$ cat src/rtl/sb_pkg.sv
// sb_pkg: shared sizes and types for the register scoreboard.
package sb_pkg;
    localparam int NREGS = 8;
    localparam int REG_W = $clog2(NREGS);
    localparam int CNT_W = 2;
    typedef logic [REG_W-1:0] reg_idx_t;
    typedef logic [CNT_W-1:0] sb_cnt_t;
    localparam sb_cnt_t CNT_MAX = sb_cnt_t'((1 << CNT_W) - 1);
endpackage

$ cat src/rtl/reg_scoreboard_if.sv
// reg_scoreboard_if: decode issue, write-back retire and flush bundle with scoreboard responses.
interface reg_scoreboard_if;
    import sb_pkg::*;
    logic             issue_valid;
    logic             issue_regwrite;
    reg_idx_t         issue_rd;
    reg_idx_t         issue_rs;
    logic             issue_rs_used;
    reg_idx_t         issue_rt;
    logic             issue_rt_used;
    logic             wb_valid;
    reg_idx_t         wb_rd;
    logic             flush;
    logic             stall;
    logic [NREGS-1:0] busy;
    logic             err;
    modport master (
        output issue_valid, issue_regwrite, issue_rd, issue_rs, issue_rs_used,
               issue_rt, issue_rt_used, wb_valid, wb_rd, flush,
        input  stall, busy, err
    );
    modport slave (
        input  issue_valid, issue_regwrite, issue_rd, issue_rs, issue_rs_used,
               issue_rt, issue_rt_used, wb_valid, wb_rd, flush,
        output stall, busy, err
    );
endinterface

$ cat src/rtl/sb_counter.sv
// sb_counter: saturating up/down pending-write counter; simultaneous inc and dec cancel.
module sb_counter
    import sb_pkg::*;
(
    input  logic    clk,
    input  logic    rst,
    input  logic    clr,
    input  logic    inc,
    input  logic    dec,
    output sb_cnt_t cnt,
    output logic    nonzero,
    output logic    underflow
);
    sb_cnt_t r_cnt;
    always_ff @(posedge clk) begin
        if (rst || clr)
            r_cnt <= '0;
        else if (inc && !dec && r_cnt != CNT_MAX)
            r_cnt <= r_cnt + sb_cnt_t'(1);
        else if (dec && !inc && r_cnt != '0)
            r_cnt <= r_cnt - sb_cnt_t'(1);
    end
    assign cnt       = r_cnt;
    assign nonzero   = r_cnt != '0;
    assign underflow = dec && r_cnt == '0;
endmodule

$ cat src/rtl/reg_scoreboard.sv
// reg_scoreboard: per-register pending-write tracking with RAW/saturation stall and sticky underflow error.
// Define SCOREBOARD_WB_BYPASS_EN to let a same-cycle write-back of the last pending write clear a source hazard.
module reg_scoreboard
    import sb_pkg::*;
(
    input logic             clk,
    input logic             rst,
    reg_scoreboard_if.slave sb
);
    sb_cnt_t          w_cnt [NREGS];
    logic [NREGS-1:0] w_inc, w_dec, w_uf, w_busy;
    logic             w_rs_byp, w_rt_byp, w_rs_haz, w_rt_haz, w_sat, w_stall, w_accept;
    logic             r_err;
`ifdef SCOREBOARD_WB_BYPASS_EN
    assign w_rs_byp = sb.wb_valid && sb.wb_rd == sb.issue_rs && w_cnt[sb.issue_rs] == sb_cnt_t'(1);
    assign w_rt_byp = sb.wb_valid && sb.wb_rd == sb.issue_rt && w_cnt[sb.issue_rt] == sb_cnt_t'(1);
`else
    assign w_rs_byp = 1'b0;
    assign w_rt_byp = 1'b0;
`endif
    // Hazards use pre-increment counts, so rd == rs never self-stalls.
    assign w_rs_haz = sb.issue_rs_used && w_cnt[sb.issue_rs] != '0 && !w_rs_byp;
    assign w_rt_haz = sb.issue_rt_used && w_cnt[sb.issue_rt] != '0 && !w_rt_byp;
    assign w_sat    = sb.issue_regwrite && w_cnt[sb.issue_rd] == CNT_MAX;
    assign w_stall  = sb.issue_valid && (w_rs_haz || w_rt_haz || w_sat);
    assign w_accept = sb.issue_valid && !w_stall && !sb.flush;
    for (genvar i = 0; i < NREGS; i++) begin : g_cnt
        assign w_inc[i] = w_accept && sb.issue_regwrite && sb.issue_rd == reg_idx_t'(i);
        assign w_dec[i] = sb.wb_valid && !sb.flush && sb.wb_rd == reg_idx_t'(i);
        sb_counter u_cnt (
            .clk       (clk),
            .rst       (rst),
            .clr       (sb.flush),
            .inc       (w_inc[i]),
            .dec       (w_dec[i]),
            .cnt       (w_cnt[i]),
            .nonzero   (w_busy[i]),
            .underflow (w_uf[i])
        );
    end
    always_ff @(posedge clk) begin
        r_err <= !rst && (r_err || |w_uf);
    end
    assign sb.stall = w_stall;
    assign sb.busy  = w_busy;
    assign sb.err   = r_err;
endmodule
$ cat src/flat_wrapper.sv
// flat-port wrapper written by rule: the top's interface ports become plain ports
module reg_scoreboard_flat import sb_pkg::*;
  (clk, rst, sb_issue_valid, sb_issue_regwrite, sb_issue_rd, sb_issue_rs, sb_issue_rs_used, sb_issue_rt, sb_issue_rt_used, sb_wb_valid, sb_wb_rd, sb_flush, sb_stall, sb_busy, sb_err);
  reg_scoreboard_if sb_i ();
  input logic clk;
  input logic rst;
  input wire logic [$bits(sb_i.issue_valid)-1:0] sb_issue_valid;
  input wire logic [$bits(sb_i.issue_regwrite)-1:0] sb_issue_regwrite;
  input wire logic [$bits(sb_i.issue_rd)-1:0] sb_issue_rd;
  input wire logic [$bits(sb_i.issue_rs)-1:0] sb_issue_rs;
  input wire logic [$bits(sb_i.issue_rs_used)-1:0] sb_issue_rs_used;
  input wire logic [$bits(sb_i.issue_rt)-1:0] sb_issue_rt;
  input wire logic [$bits(sb_i.issue_rt_used)-1:0] sb_issue_rt_used;
  input wire logic [$bits(sb_i.wb_valid)-1:0] sb_wb_valid;
  input wire logic [$bits(sb_i.wb_rd)-1:0] sb_wb_rd;
  input wire logic [$bits(sb_i.flush)-1:0] sb_flush;
  output wire logic [$bits(sb_i.stall)-1:0] sb_stall;
  output wire logic [$bits(sb_i.busy)-1:0] sb_busy;
  output wire logic [$bits(sb_i.err)-1:0] sb_err;
  assign sb_i.issue_valid = sb_issue_valid;
  assign sb_i.issue_regwrite = sb_issue_regwrite;
  assign sb_i.issue_rd = sb_issue_rd;
  assign sb_i.issue_rs = sb_issue_rs;
  assign sb_i.issue_rs_used = sb_issue_rs_used;
  assign sb_i.issue_rt = sb_issue_rt;
  assign sb_i.issue_rt_used = sb_issue_rt_used;
  assign sb_i.wb_valid = sb_wb_valid;
  assign sb_i.wb_rd = sb_wb_rd;
  assign sb_i.flush = sb_flush;
  assign sb_stall = sb_i.stall;
  assign sb_busy = sb_i.busy;
  assign sb_err = sb_i.err;
  reg_scoreboard u_core (.clk(clk), .rst(rst), .sb(sb_i));
endmodule
$ cat config.mk
export PLATFORM = sky130hd
export DESIGN_NAME = reg_scoreboard_flat
export DESIGN_NICKNAME = d
export VERILOG_FILES = /design/src/rtl/sb_pkg.sv /design/src/rtl/reg_scoreboard_if.sv /design/src/rtl/sb_counter.sv /design/src/rtl/reg_scoreboard.sv /design/src/flat_wrapper.sv
export SDC_FILE = /design/constraint.sdc
export NUM_CORES = 1
export LEC_CHECK = 0
export ABC_AREA = 1
export BUFFER_PORTS_ARGS = -buffer_cell sky130_fd_sc_hd__buf_2
export CORE_MARGIN = 2
export CORE_UTILIZATION = 55
export CTS_CLUSTER_SIZE = 40
export DETAILED_ROUTE_END_ITERATION = 12
export MAX_ROUTING_LAYER = met4
export PLACE_DENSITY = 0.91
export REMOVE_ABC_BUFFERS = 1
export SETUP_SLACK_MARGIN = 0.4
export SKIP_CTS_REPAIR_TIMING = 1
export SLEW_MARGIN = 0
export SYNTH_ARGS = -nofsm -noshare
export SYNTH_HDL_FRONTEND = slang
export SYNTH_SLANG_ARGS = --single-unit
$ cat constraint.sdc
create_clock -name clk -period 3.9 [get_ports clk]
set_clock_uncertainty 0.15 [all_clocks]
set_input_delay 0.585 -clock clk [delete_from_list [all_inputs] [get_ports clk]]
set_output_delay 0.585 -clock clk [all_outputs]
set_load 0.03 [all_outputs]
==> results.sh <==
export IMPL_finalWirelength_mm=3.93
export IMPL_fp_row_count=19
export IMPL_gr_total_overflow=0
export IMPL_final_antenna_net_count=0
export IMPL_worstHoldPathType="in -> reg"
export IMPL_setup_viol=0
export IMPL_gp_congestion=0.997
export IMPL_avgViaCountPerCell=5.47
export IMPL_fmaxAchievable_ghz=0.404
export IMPL_core_area_mm2=0.00271
export IMPL_n_antenna_cell=0
export IMPL_hold_viol_final=0
export IMPL_nNetsFinal=327
export IMPL_clkTransAtPathRegs_ns=0.10
export IMPL_port_buffer_count=29
export IMPL_instances_no_fill=337
export IMPL_maxSlewViolCount=0
export IMPL_worstMarginPinSlew_ns=1.06
export IMPL_io_pin_count=30
export IMPL_startpoint_type="input pin"
export IMPL_cp_arrival_ns=1.74
export IMPL_synth_area_mm2=0.00156
export IMPL_reg2reg_depth=11
export IMPL_multi_input_comb_area_um2=965
export IMPL_dp_cells=333
export IMPL_htreeDepth=1
export IMPL_grt_max_degree=15
export IMPL_clk_latency_ns=0.29
export IMPL_fin_crit_sh_pct=63.5
export IMPL_fin_hold_ws_ns=0.312
export IMPL_dp_hpwl_mm=3.21
export IMPL_p_total_uw=345
export IMPL_max_cap_violations=0
export IMPL_antenna_found_initial=0
export IMPL_crit_required_ns=3.16
export IMPL_ys_types=20
export IMPL_wire_per_inst_um=11.7
export IMPL_synthesis_instances=284
export IMPL_grt_setup_unrepaired="no"
export IMPL_dr_pass1_iters=4
export IMPL_yosysWarnings=0
export IMPL_rrSetupSlack_ns=1.75
export IMPL_whs_path_depth=2
export IMPL_slew_headroom_pct=29.1
export IMPL_seq_area_frac_synth_pct=21.9
export IMPL_critPathTopFamily="simple AND/OR/NAND/NOR gates"
export IMPL_peakVddDrop_mv=0.220
export IMPL_clock_sinks=17
export IMPL_die_y_um=57.2
export IMPL_cts_made_buffers=3
export IMPL_path_buf_inv=3
export IMPL_cellLeakagePower_nw=0.862
export IMPL_crit_chain="buf_2 -> inv_2 -> nand2_1 -> nand2_1 -> nand2_1 -> nand2_1 -> nand2_1 -> nand2_1 -> nand2_1 -> nor2_2 -> nor2_2 -> nor2_1 -> buf_2"
export IMPL_drt_first_iter_violations=82
export IMPL_die_area_mm2=0.00327
export IMPL_fin_tns_setup_ns=0
export IMPL_critPathKind="in -> out"
export IMPL_min_period_ns=2.48
export IMPL_grt_pass1_vias=1598
export IMPL_post_route_drc_count=0
export IMPL_crit_slowest_cell="buf_2"
export IMPL_cp_slowest_stage_delay_ns=0.19
export IMPL_drive_gt1_share_pct=14.7
export IMPL_clk_path_buf_depth=2
export IMPL_nFillCells=276
export IMPL_die_x_um=57.2
export IMPL_power_density_mw_per_mm2=205
export IMPL_cts_tree="built"
export IMPL_initial_core_util_pct=57.4
export IMPL_vias=1844
export IMPL_status="completed"
export IMPL_crit_fanout=12
export IMPL_cts_root_buffer="clkbuf_4"
export IMPL_synth_avg_cell_area_um2=5.48
export IMPL_track_usage_pct=26.6
export IMPL_worst_path_most_repeated_cell="nand2_1"
export IMPL_grt_first_pass_wirelength_mm=6.72
export IMPL_area_growth_pct=8.20
export IMPL_cp_num_cells=13
export IMPL_synth_seq_cells=17
export IMPL_seq_area_um2=340
export IMPL_cp_end_kind="output pin"
==> flip-flops by register name (all words and copies together) (netlist names) <==
register / cells
u_core.g_cnt.u_cnt.cnt: 16
u_core.sb.err: 1
==> routing by layer <==
layer | track usage (%) | part of all wire [%] | up-vias
li1 | - | - | 934
met3 | 4.99 | 7.7 | 6
met5 | - | 0 | -
met1 | 31.7 | 43 | 831
met4 | 6.98 | 1.4 | 0
met2 | 45.8 | 48 | 73
==> cell usage in the layout (no fill, tap or decap), drive strengths merged <==
cell and count:
a41oi 1, clkbuf 4, nand3b 2, dfxtp 17, o22ai 2, nor3b 1, buf 31, a21oi 13
nor2 40, inv 41, nand4 3, nand3 45, a211oi 1, a31oi 5, nand2 100
==> stage by stage <==
stage	setup slack, ns	area (um2)	util [%]
global route	1.20	1680	62.1
detailed placement	1.43	1660	61.2
CTS	1.42	1680	62.1
floorplan	1.49	1460	-
finish	1.42	1680	62.1
global placement	1.46	1660	61.2
==> power breakdown <==
part	internal (mW)	switching, mW
Clock	0.0398	0.0555
Combinational	0.0243	0.0499
Sequential	0.175	0.000893
==> cells in the mapped netlist (all sizes together) <==
| cell type | count | area, um2 |
|---|---|---|
| nand2 | 100 | 375 |
| dfxtp | 17 | 340 |
| nor3b | 1 | 12.5 |
| a31oi | 5 | 31.3 |
| a211oi | 1 | 7.51 |
| o22ai | 2 | 12.5 |
| nand3b | 2 | 15.0 |
| a21oi | 13 | 65.1 |
| a41oi | 1 | 8.76 |
| nor2 | 40 | 155 |
| nand4 | 3 | 31.3 |
| nand3 | 45 | 250 |
| inv | 41 | 154 |
| buf | 13 | 97.6 |
==> path summary, 6_finish.rpt <==
check | start | endpoint
worst max-delay path | sb_issue_rd[0] | sb_stall
worst max register to register | u_core.g_cnt[0].u_cnt.cnt[0] | u_core.g_cnt[2].u_cnt.cnt[0]
worst min register to register | u_core.g_cnt[6].u_cnt.cnt[1] | u_core.g_cnt[6].u_cnt.cnt[1]
worst min-delay path | rst | u_core.sb.err
==> worst reg2reg max path, delay by kind of cell (launching register included) <==
kind,cells,cell delay (ns)
flip-flops,1,0.36
AND/OR/NAND/NOR,11,1.59
==> kinds of logic after synthesis <==
group                  share of synthesized area [%]
flip-flops                                      21.9
AO/OA/AOI/OAI                                   8.04
AND/OR/NAND/NOR                                 53.9
buffers and inverters                           16.2
==> final cells by class <==
| cell class | instances | share of cell area [%] |
|---|---|---|
| tap | 31 | 2.30 |
| timing repair buffer | 31 | 9.51 |
| clock buffer | 4 | 1.56 |
| inverter | 41 | 9.14 |
| sequential | 17 | 20.2 |
| multi-input combinational | 213 | 57.3 |
Power figures use the tool's default switching activity.
